File: config.mk
export PLATFORM = sky130hd
export DESIGN_NAME = enabled_register_serializer_flat
export DESIGN_NICKNAME = d
export VERILOG_FILES = /design/src/rtl/enabled_register_serializer_pkg.sv /design/src/rtl/enabled_register_serializer_if.sv /design/src/rtl/enabled_register_serializer_ser_shift_reg.sv /design/src/rtl/enabled_register_serializer.sv /design/src/flat_wrapper.sv
export SDC_FILE = /design/constraint.sdc
export NUM_CORES = 1
export LEC_CHECK = 0
export ABC_CLOCK_PERIOD_IN_PS = 1200
export BUFFER_PORTS_ARGS = -buffer_cell sky130_fd_sc_hd__buf_4
export CAP_MARGIN = 20
export CORE_AREA = 2 2 39 41
export DETAILED_ROUTE_END_ITERATION = 7
export DIE_AREA = 0 0 41 43
export HOLD_SLACK_MARGIN = 0.12
export PLACE_DENSITY = 0.54
export REMOVE_ABC_BUFFERS = 1
export SLEW_MARGIN = 20
export SYNTH_ARGS = -nofsm -noshare
export SYNTH_HDL_FRONTEND = slang
export SYNTH_SLANG_ARGS = --single-unit
File: constraint.sdc
create_clock -name clk -period 1.2 [get_ports clk]
set_input_delay 0.18 -clock clk [delete_from_list [all_inputs] [get_ports clk]]
set_output_delay 0.18 -clock clk [all_outputs]
set_load 0.1 [all_outputs]
File: src/rtl/enabled_register_serializer_pkg.sv
// Shared types and constants for the enabled-register serializer slice.
// The FSM state encoding and default word width live here so every file agrees.
package enabled_reg_pkg;

  typedef enum logic {
    IDLE  = 1'b0,
    SHIFT = 1'b1
  } ser_state_t;

  localparam int DEFAULT_REG_WIDTH = 4;

  // Counter width for a word of the given width; never below one bit.
  function automatic int cnt_width(input int width);
    return (width > 2) ? $clog2(width) : 1;
  endfunction

endpackage

File: src/rtl/enabled_register_serializer_if.sv
// Load-side and serial-side handshake bundle for the serializer.
// slave is the serializer's view, master is the view of whoever drives and consumes it.
interface enabled_register_serializer_if
  import enabled_reg_pkg::*;
#(
  parameter int WIDTH = DEFAULT_REG_WIDTH
);

  logic             load_valid;
  logic             load_ready;
  logic [WIDTH-1:0] load_data;
  logic             ser_valid;
  logic             ser_ready;
  logic             ser_data;
  logic             ser_last;
  logic             busy;

  modport slave (
    input  load_valid,
    input  load_data,
    input  ser_ready,
    output load_ready,
    output ser_valid,
    output ser_data,
    output ser_last,
    output busy
  );

  modport master (
    output load_valid,
    output load_data,
    output ser_ready,
    input  load_ready,
    input  ser_valid,
    input  ser_data,
    input  ser_last,
    input  busy
  );

endinterface

File: src/rtl/enabled_register_serializer_ser_shift_reg.sv
// WIDTH-bit shift register with load-enable and shift-enable; load wins over shift.
// Shifting moves bits toward the output end and fills the vacated end with zero.
module ser_shift_reg
  import enabled_reg_pkg::*;
#(
  parameter int WIDTH     = DEFAULT_REG_WIDTH,
  parameter bit MSB_FIRST = 1'b1
) (
  input  logic             clk,
  input  logic             reset_n,
  input  logic             load_en,
  input  logic [WIDTH-1:0] load_data,
  input  logic             shift_en,
  output logic             out_bit
);

  logic [WIDTH-1:0] shreg_reg;
  logic [WIDTH-1:0] shreg_next;

  genvar gi;
  generate
    for (gi = 0; gi < WIDTH; gi++) begin : g_bit
      if (MSB_FIRST) begin : g_msb
        if (gi == 0) begin : g_fill
          assign shreg_next[gi] = 1'b0;
        end else begin : g_move
          assign shreg_next[gi] = shreg_reg[gi-1];
        end
      end else begin : g_lsb
        if (gi == WIDTH - 1) begin : g_fill
          assign shreg_next[gi] = 1'b0;
        end else begin : g_move
          assign shreg_next[gi] = shreg_reg[gi+1];
        end
      end
    end

    if (MSB_FIRST) begin : g_out_msb
      assign out_bit = shreg_reg[WIDTH-1];
    end else begin : g_out_lsb
      assign out_bit = shreg_reg[0];
    end
  endgenerate

  always_ff @(posedge clk or negedge reset_n) begin
    if (!reset_n) begin
      shreg_reg <= '0;
    end else if (load_en) begin
      shreg_reg <= load_data;
    end else if (shift_en) begin
      shreg_reg <= shreg_next;
    end
  end

endmodule

File: src/rtl/enabled_register_serializer.sv
// Parallel-to-serial converter: accepts a word on the load handshake and emits it
// one bit per accepted serial cycle, with back-to-back reload on the last bit.
module enabled_register_serializer
  import enabled_reg_pkg::*;
#(
  parameter int WIDTH     = DEFAULT_REG_WIDTH,
  parameter bit MSB_FIRST = 1'b1
) (
  input  logic                          clk,
  input  logic                          reset_n,
  enabled_register_serializer_if.slave  bus
);

  localparam int                CNT_W    = cnt_width(WIDTH);
  localparam logic [CNT_W-1:0]  LAST_CNT = CNT_W'(WIDTH - 1);

  ser_state_t       state_reg;
  logic [CNT_W-1:0] bit_cnt_reg;

  logic shifting;
  logic last_bit;
  logic ser_fire;
  logic load_fire;

  assign shifting  = (state_reg == SHIFT);
  assign last_bit  = shifting && (bit_cnt_reg == LAST_CNT);
  assign ser_fire  = shifting && bus.ser_ready;
  // Ready opens on the final transfer so a waiting word follows with no bubble.
  assign bus.load_ready = !shifting || (ser_fire && last_bit);
  assign load_fire      = bus.load_valid && bus.load_ready;

  assign bus.ser_valid = shifting;
  assign bus.busy      = shifting;
  assign bus.ser_last  = last_bit;

  always_ff @(posedge clk or negedge reset_n) begin
    if (!reset_n) begin
      state_reg   <= IDLE;
      bit_cnt_reg <= '0;
    end else begin
      case (state_reg)
        IDLE: begin
          if (bus.load_valid) begin
            state_reg   <= SHIFT;
            bit_cnt_reg <= '0;
          end
        end
        SHIFT: begin
          if (ser_fire) begin
            if (last_bit) begin
              bit_cnt_reg <= '0;
              state_reg   <= bus.load_valid ? SHIFT : IDLE;
            end else begin
              bit_cnt_reg <= bit_cnt_reg + 1'b1;
            end
          end
        end
        default: begin
          state_reg   <= IDLE;
          bit_cnt_reg <= '0;
        end
      endcase
    end
  end

  ser_shift_reg #(
    .WIDTH     (WIDTH),
    .MSB_FIRST (MSB_FIRST)
  ) u_shift (
    .clk       (clk),
    .reset_n   (reset_n),
    .load_en   (load_fire),
    .load_data (bus.load_data),
    .shift_en  (ser_fire),
    .out_bit   (bus.ser_data)
  );

endmodule

File: src/flat_wrapper.sv
// flat-port wrapper written by rule: the top's interface ports become plain ports
module enabled_register_serializer_flat import enabled_reg_pkg::*;
#(
  parameter int WIDTH     = DEFAULT_REG_WIDTH,
  parameter bit MSB_FIRST = 1'b1
)
  (clk, reset_n, bus_load_valid, bus_load_data, bus_ser_ready, bus_load_ready, bus_ser_valid, bus_ser_data, bus_ser_last, bus_busy);
  enabled_register_serializer_if #(.WIDTH(WIDTH)) bus_i ();
  input  logic clk;
  input  logic reset_n;
  input wire logic [$bits(bus_i.load_valid)-1:0] bus_load_valid;
  input wire logic [$bits(bus_i.load_data)-1:0] bus_load_data;
  input wire logic [$bits(bus_i.ser_ready)-1:0] bus_ser_ready;
  output wire logic [$bits(bus_i.load_ready)-1:0] bus_load_ready;
  output wire logic [$bits(bus_i.ser_valid)-1:0] bus_ser_valid;
  output wire logic [$bits(bus_i.ser_data)-1:0] bus_ser_data;
  output wire logic [$bits(bus_i.ser_last)-1:0] bus_ser_last;
  output wire logic [$bits(bus_i.busy)-1:0] bus_busy;
  assign bus_i.load_valid = bus_load_valid;
  assign bus_i.load_data = bus_load_data;
  assign bus_i.ser_ready = bus_ser_ready;
  assign bus_load_ready = bus_i.load_ready;
  assign bus_ser_valid = bus_i.ser_valid;
  assign bus_ser_data = bus_i.ser_data;
  assign bus_ser_last = bus_i.ser_last;
  assign bus_busy = bus_i.busy;
  enabled_register_serializer #(.WIDTH(WIDTH), .MSB_FIRST(MSB_FIRST)) u_core (.clk(clk), .reset_n(reset_n), .bus(bus_i));
endmodule
Word level (Yosys, flattened, before mapping)
Index checks and enable logic that the tools add are counted.
{"block": "totals", "in_bits": 8, "out_inout_bits": 5, "wordCells": 26, "regBits": 7}
{"block": "op_classes", "n_bitwise": 1, "n_mux": 10, "n_addsub": 1, "eq_ne": 3, "n_reduce_logical": 8}
{"op": "$mux 4", "n": 2}
{"op": "$mux 2", "n": 3}
{"op": "$logic_and 1x1->1", "n": 4}
{"op": "$ne 2x2->1 const B", "n": 2}
{"op": "$pmux 2 s2", "n": 1}
{"op": "$mux 1", "n": 3}
{"op": "$add 2x1->2 const B", "n": 1}
{"op": "$eq 2x2->1 const B", "n": 1}
{"op": "$pmux 1 s2", "n": 1}
{"op": "$reduce_and 2->1", "n": 1}
{"op": "$reduce_bool 2->1", "n": 1}
{"op": "$logic_not 1->1", "n": 1}
{"op": "$logic_or 1x1->1", "n": 1}
{"op": "$not 1->1", "n": 1}

Logic depth before layout (Yosys ltp)
Gate-level depths: netlist (run 1).
{"block": "logic_depth", "ltp_word": 6, "ltp_mapped": 4, "ltp_nobuf": 4}

By module
From an unflattened synthesis (run 1), not the netlist that was laid out.
{"block": "hier_totals", "hier_cells": 32, "area_unflattened_um2": 347.8}
{"module": "enabled_register_serializer", "cells_per_inst": 17, "area_per_inst_um2": 178.9, "seq_area_each_um2": 75.1, "instances": 1}
{"module": "ser_shift_reg", "cells_per_inst": 15, "area_per_inst_um2": 168.9, "seq_area_each_um2": 100.1, "instances": 1}

Worst setup path after synthesis (run 1)
Ideal clock, no wire load.
{"block": "synth_timing", "path_kind": "flip-flop to output port", "start": "register u_core.state_reg (netlist: u_core.bus.busy)", "end": "output port bus_ser_last", "arrival_time_ns": 2.052, "path_stages_with_launch": 3, "required_time_ns": 1.020, "setup_slack_ns": -1.032, "path_buffers": 1, "cell_sequence": "dfrtp_1 buf_2 and2_1"}
{"block": "synth_via", "elab_chain_len": 1}
{"item": "start: declaration", "line_no": "enabled_register_serializer.sv:17", "text": "ser_state_t state_reg;"}
{"item": "start signal: assignment", "line_no": "enabled_register_serializer.sv:52", "text": "state_reg <= bus.load_valid ? SHIFT : IDLE;"}
{"item": "$logic_and 1x1->1", "line_no": "enabled_register_serializer.sv:26", "text": "assign last_bit = shifting && (bit_cnt_reg == LAST_CNT);"}
{"item": "end: declaration", "line_no": "flat_wrapper.sv:17", "text": "output wire logic [$bits(bus_i.ser_last)-1:0] bus_ser_last;"}
Every way passes these cells.

Worst setup path after layout (run 1)
{"block": "layout_timing", "start": "register u_core.bit_cnt_reg[1]", "end": "output port bus_ser_last"}
{"block": "layout_via", "elab_chain_len": 2}
{"item": "start: declaration", "line_no": "enabled_register_serializer.sv:18", "text": "logic [CNT_W-1:0] bit_cnt_reg;"}
{"item": "start signal: assignment", "line_no": "enabled_register_serializer.sv:54", "text": "bit_cnt_reg <= bit_cnt_reg + 1'b1;"}
{"item": "$eq 2x2->1", "line_no": "enabled_register_serializer.sv:26"}
{"item": "$logic_and 1x1->1", "line_no": "enabled_register_serializer.sv:26"}
Every way passes these cells.

==> flow_summary_export.csv, run 1 <==
group,metric,value,unit
floorplanning,design.die.area,1760,um^2
sta,rsz0062_at_grt,"yes",
sta,setup_tns,-0.417,ns
global_route,grt_pass1_vias,394,
global_route,grt_usage,14.2,%
floorplanning,start_util,32.8,%
clock_network,worst_skew_pair.late_latency,0.26,ns
flow_run,max_cap_violations,0,
sta,period_minus_slack,1.37,ns
yosys,synth_warnings,0,
floorplanning,rows,14,
sta,setup_viol_count_final,4,
layout,final_area,671,um^2
layout,seqCellArea,176,um^2
pwr,power_density,2590,nW/um^2
setup_path,regToRegSetupSlack,-0.09,ns
floorplanning,fp.dieW,41,um
setup_path,cp-endpoint,"bus_ser_last",
worst_hold_path,worst_hold_path_type,"primary input to register",
layout,final_nets,73,
layout,antenna_cells,0,
setup_path,crit_path_end_kind,"primary output",
clock_network,cts_tree,"yes",
global_route,met3_usage,3.66,%
pwr,p_total,1.73,mW
setup_path,crit_type,"register to primary output",
floorplanning,ios,13,
global_route,grt_max_degree,10,
placement,hpwlAfterDp,700,um
yosys,synth-async-reset-ratio,100,%
placement,portBuffers,12,
route,avgRoutedWirePerCell,12.5,um
route,wl,987,um
setup_path,crit_slowest_cell,"dfrtp_1",
layout,area.growth.synth_to_final,47.7,%
route,first_pass_iters,4,
global_route,use_met1,18.6,%
sta,maxSlewHeadroom,81.6,%
placement,dp.cells,73,
pwr,power.leakage,0.323,nW
yosys,postSynthCellCount,45,
sta,finalMaxSlewViolations,0,
route,num_vias,392,
setup_path,crit_chain,"ha_4 > and2_4 > buf_12",
sta,fin_hold_ws,0.184,ns
yosys,synth_edf_count,0,
layout,layout_commonest_cell,"buf_4",
sta,clock-skew-final,0.00386,ns
placement,dpl-instance-area,559,um^2
sta,worst_slew_pin_slew,0.278,ns
layout,layout_common_cells,"buf_4, dfrtp_1, nand2b_1, mux2i_1",
yosys,synthDistinctLibCells,21,
placement,pre_cts_slack,-0.0400,ns
yosys,ys_ff_latch,7,
layout,fin_util,48.5,%
worst_hold_path,hold_path_depth,2,
route,vias_per_cell,4.96,
yosys,ys_seq_area_share,38.6,%
route,postRouteAntennaNets,0,
route,remaining_drc_errors,0,
floorplanning,core_area,1380,um^2
setup_path,critPathRequiredTime,1.02,ns
sta,hold_violations,0,
outcome,status,"complete, but fails checks",
yosys,synth.avg_cell_area,10.1,um^2
layout,largest_reg_flops,4,
layout,drive_above_1_share,47.6,%
global_route,antenna_found_initial,0,
route,drt-initial-drc-count,4,
pwr,max-vdd-ir-drop,1250,uV
global_route,grt.busiest_layer,"met2",
clock_network,htreeDepth,1,
global_route,grt_pass1_wl,1640,um
sta,fmax,731,MHz
setup_path,rr_endpoint,"u_core.bit_cnt_reg[0]$_DFFE_PN0P_",
yosys,syn-cell-area,454,um^2
clock_network,cts.sinks,7,
global_route,grt_use_met2,19.4,%
layout,fill_cells,141,
clock_network,clockBufferDepth,2,
clock_network,cts-buffers-inserted,3,
clock_network,cts-root-buf,"clkbuf_4",
global_route,overflow,0,
layout,instances_no_fill,79,
setup_path,startpoint,"u_core.bit_cnt_reg[1]$_DFFE_PN0P_",
sta,setup_ws,-0.168,ns
yosys,ys.flop_type,"dfrtp_1",
setup_path,crit_path_max_fanout,4,
setup_path,cp-start-kind,"register",
sta,period_share,114,%
setup_path,worst-path-buf-inv,1,
outcome,failed_checks,"setup timing",
setup_path,crit_cells,3,
clock_network,cts.clk_slew.worst_paths,0.05,ns
setup_path,worstRegToRegCells,5,
setup_path,path_delay_family,"flip-flops",
layout,multiInputGateArea,267,um^2
setup_path,critical_path_arrival,1.19,ns
placement,gp_routability_congestion,0.672,
setup_path,max_stage_delay,0.41,ns
setup_path,reg2reg_from,"u_core.bit_cnt_reg[1]$_DFFE_PN0P_",
floorplanning,die_h,43,um
==> report_power, final <==
group	internal, mW	switching [mW]
Combinational	0.472	0.627
Sequential	0.327	0.0882
Clock	0.127	0.0927
Total	0.926	0.808
==> Yosys cell counts, types with 2 or more instances <==
cell type / n / area (um^2)
inv_1: 2 / 7.51
nand2_1: 3 / 11.3
a22o_1: 2 / 17.5
buf_6: 2 / 22.5
mux2_2: 2 / 22.5
dfrtp_1: 7 / 175
a21oi_1: 3 / 15.0
mux2i_1: 4 / 40.0
nand2b_1: 5 / 31.3
o22ai_1: 3 / 18.8
nor2_1: 2 / 7.51
==> cell families (layout without fill, tap and decap cells) <==
logic type                 Yosys count  after routing  share of synthesized area [%]
AOI/OAI and AO/OA                   10             10                           14.3
adders and majority gates            1              1                           2.75
buffers and inverters                6             24                           9.37
DFF                                  7              7                           38.6
muxes                                8              8                           19.6
and+or+nand+nor                     13             13                           15.4
==> routing by layer <==
layer | vias to the layer above | part of all wire [%] | routed length (um)
met5 | - | 0 | 0
met4 | 0 | 2.3 | 23
met3 | 3 | 8.2 | 81
met2 | 15 | 45 | 441
met1 | 176 | 45 | 440
li1 | 198 | - | -
==> how the worst min path moves through the flow <==
| stage | startpoint | end | slack [ns] |
|---|---|---|---|
| finish | bus_ser_ready | u_core.u_shift.shreg_reg[3]$_DFFE_PN0P_ | 0.18 |
| CTS | bus_ser_ready | u_core.u_shift.shreg_reg[1]$_DFFE_PN0P_ | 0.18 |
| global route | bus_ser_ready | u_core.u_shift.shreg_reg[3]$_DFFE_PN0P_ | 0.19 |
| detailed placement | reset_n | u_core.u_shift.shreg_reg[0]$_DFFE_PN0P_ | -0.0006 |
| global placement | reset_n | u_core.u_shift.shreg_reg[0]$_DFFE_PN0P_ | 0.003 |
| floorplan | reset_n | u_core.bit_cnt_reg[0]$_DFFE_PN0P_ | -0.12 |
==> layout make-up <==
type / instances / area share, %
multi-input cells: 32 / 39.7
clock buffers: 4 / 3.92
repair buffers: 18 / 25.9
flip-flops and latches: 7 / 26.3
inverters: 2 / 1.12
well taps: 16 / 2.99
==> repair_timing <==
item | CTS | global route
hold buffers | 1 | 0
hold endpoints to repair | 7 | 0
pin swaps | 4 | 3
gates resized for setup | 15 | 3
buffers inserted | 1 | 0
endpoints found under the setup margin | 8 | 8
No activity file was read; power rests on OpenSTA's default activity.
==> run 2, diff against run 1 <==
==> constraint.sdc (replaced) <==
create_clock -name clk -period 1.2 [get_ports clk]
set_input_delay 0.3 -clock clk [delete_from_list [all_inputs] [get_ports clk]]
set_output_delay 0.3 -clock clk [all_outputs]
set_load 0.1 [all_outputs]
==> run 2 against run 1 <==
Compared with the run above:
- the run still ends with setup timing left
- combinational power rose by 7%
- fmax fell by 7.9%
- clock skew up 0.0064 ns
- clock power is 6% higher
- routed wire length is 5.9% higher
- non-clock buffer count rose by 3
- setup slack got worse by 0.12 ns
- first-iteration DRC count is 25% lower
- final cell count increased by 3.8%
- largest cell class unchanged
==> flow_summary_export.csv, run 2 (same netlist as run 1, synthesis figures left out) <==
group,metric,value,unit
outcome,status,"complete, but fails checks",
outcome,failed_checks,"setup timing",
route,num_vias,405,
layout,layout_common_cells,"buf_4, dfrtp_1, nand2b_1, mux2i_1, buf_12",
clock_network,cts-buffers-inserted,3,
setup_path,critical_path_arrival,1.19,ns
pwr,power.leakage,0.351,nW
layout,drive_above_1_share,50.0,%
clock_network,cts.sinks,7,
sta,fmax,673,MHz
clock_network,worst_skew_pair.late_latency,0.27,ns
placement,gp_routability_congestion,0.652,
floorplanning,design.die.area,1760,um^2
setup_path,crit_type,"register to primary output",
setup_path,critPathRequiredTime,0.90,ns
sta,setup_ws,-0.285,ns
pwr,p_comb_share,64.6,%
setup_path,crit_path_max_fanout,3,
route,postRouteAntennaNets,0,
route,remaining_drc_errors,0,
layout,largest_reg_flops,4,
pwr,p_seq_share,22.6,%
sta,finalMaxSlewViolations,0,
floorplanning,fp.dieW,41,um
global_route,grt_pass1_vias,406,
layout,area.growth.synth_to_final,58.1,%
pwr,max-vdd-ir-drop,1560,uV
clock_network,cts-root-buf,"clkbuf_4",
sta,hold_violations,0,
floorplanning,start_util,32.8,%
layout,layout_commonest_cell,"buf_4",
sta,rsz0062_at_grt,"yes",
clock_network,htreeDepth,1,
route,drt-initial-drc-count,3,
placement,portBuffers,12,
floorplanning,die_h,43,um
sta,clock-skew-final,0.0103,ns
worst_hold_path,hold_path_depth,3,
setup_path,max_stage_delay,0.41,ns
pwr,p_clk_share,12.8,%
setup_path,crit_chain,"ha_4 > and2_4 > buf_12",
layout,instances_no_fill,82,
global_route,grt_pass1_wl,1860,um
setup_path,crit_path_end_kind,"primary output",
setup_path,worstRegToRegCells,6,
sta,maxSlewHeadroom,89.0,%
route,first_pass_iters,4,
floorplanning,ios,13,
global_route,grt_max_degree,11,
clock_network,clockBufferDepth,2,
layout,final_nets,76,
sta,worst_slew_pin_slew,0.161,ns
layout,antenna_cells,0,
sta,setup_viol_count_final,9,
route,wl,1050,um
clock_network,cts.clk_slew.worst_paths,0.06,ns
layout,multiInputGateArea,270,um^2
pwr,swShare,45.8,%
sta,fin_hold_ws,0.330,ns
floorplanning,rows,14,
route,avgRoutedWirePerCell,12.7,um
pwr,power_density,2540,nW/um^2
sta,period_share,124,%
setup_path,cp-start-kind,"register",
layout,fill_cells,139,
placement,dp.cells,72,
global_route,overflow,0,
setup_path,crit_slowest_cell,"dfrtp_1",
pwr,p_int,988,uW
flow_run,max_cap_violations,0,
floorplanning,core_area,1380,um^2
sta,period_minus_slack,1.49,ns
clock_network,cts_tree,"yes",
global_route,antenna_found_initial,0,
layout,seqCellArea,176,um^2
pwr,power_switching,836,uW
route,vias_per_cell,4.94,
global_route,grt_usage,15.8,%
worst_hold_path,worst_hold_path_type,"primary input to register",
layout,fin_util,51.9,%
==> run 2: cell type report <==
cell class,instances,area share [%]
clock buffer,4,3.66
inverter,2,1.05
multi-input combinational,32,37.6
sequential,7,24.6
tap,16,2.79
timing repair buffer,21,30.3
==> run 2: power groups by stage <==
stage / combinational, mW / clock [mW] / sequential [mW]
floorplan: 0.480 / 0 / 0.597
detailed placement: 0.895 / 0 / 0.389
global route: 1.26 / 0.250 / 0.424
finish: 1.18 / 0.233 / 0.413
CTS: 1.12 / 0.233 / 0.410
global placement: 0.894 / 0 / 0.389
==> run 2: worst paths after layout <==
kind / from / to / slack (ns)
worst max-delay path: u_core.bit_cnt_reg[1]$_DFFE_PN0P_ / bus_ser_last / -0.29
worst min-delay path: bus_load_data[1] / u_core.u_shift.shreg_reg[1]$_DFFE_PN0P_ / 0.33
worst max register to register: u_core.bit_cnt_reg[0]$_DFFE_PN0P_ / u_core.bit_cnt_reg[0]$_DFFE_PN0P_ / -0.19
worst min register to register: u_core.u_shift.shreg_reg[2]$_DFFE_PN0P_ / u_core.u_shift.shreg_reg[2]$_DFFE_PN0P_ / 0.57
max in group asynchronous: reset_n / u_core.bus.busy$_DFF_PN0_ / 0.69
min in group asynchronous: reset_n / u_core.u_shift.shreg_reg[2]$_DFFE_PN0P_ / 0.38
==> run 2: routing by layer <==
metal	track usage, %	wire [um]	up-vias
met4	10.0	33	0
li1	-	-	202
met5	0	0	-
met3	3.66	66	5
met2	22.2	474	13
met1	20.7	471	185
==> run 2: through the flow <==
step | power, mW | setup WS (ns) | cell area [um^2] | setup TNS, ns
5_1_grt | 1.93 | -0.314 | 718 | -1.60
6_report | 1.82 | -0.285 | 718 | -1.22
3_3_place_gp | 1.28 | -0.125 | 552 | -0.362
3_5_place_dp | 1.28 | -0.141 | 552 | -0.417
2_1_floorplan | 1.08 | -2.01 | 419 | -13.79
4_1_cts | 1.76 | -0.270 | 693 | -0.711
==> run 2: what timing repair did <==
action                                  in CTS  in global routing
setup buffers                                3                  2
endpoints found under the setup margin       9                 10
hold buffers                                 1                  0
resized for setup                           21                  3
pin swaps                                    4                  4
endpoints found under the hold margin        7                  0
==> run 2: worst max-delay path, delay by kind of cell (launching register included) <==
kind / cells / cell delay, ns
and+or+nand+nor: 1 / 0.16
adders and majority gates: 1 / 0.19
buffers and inverters: 1 / 0.16
DFF: 1 / 0.41
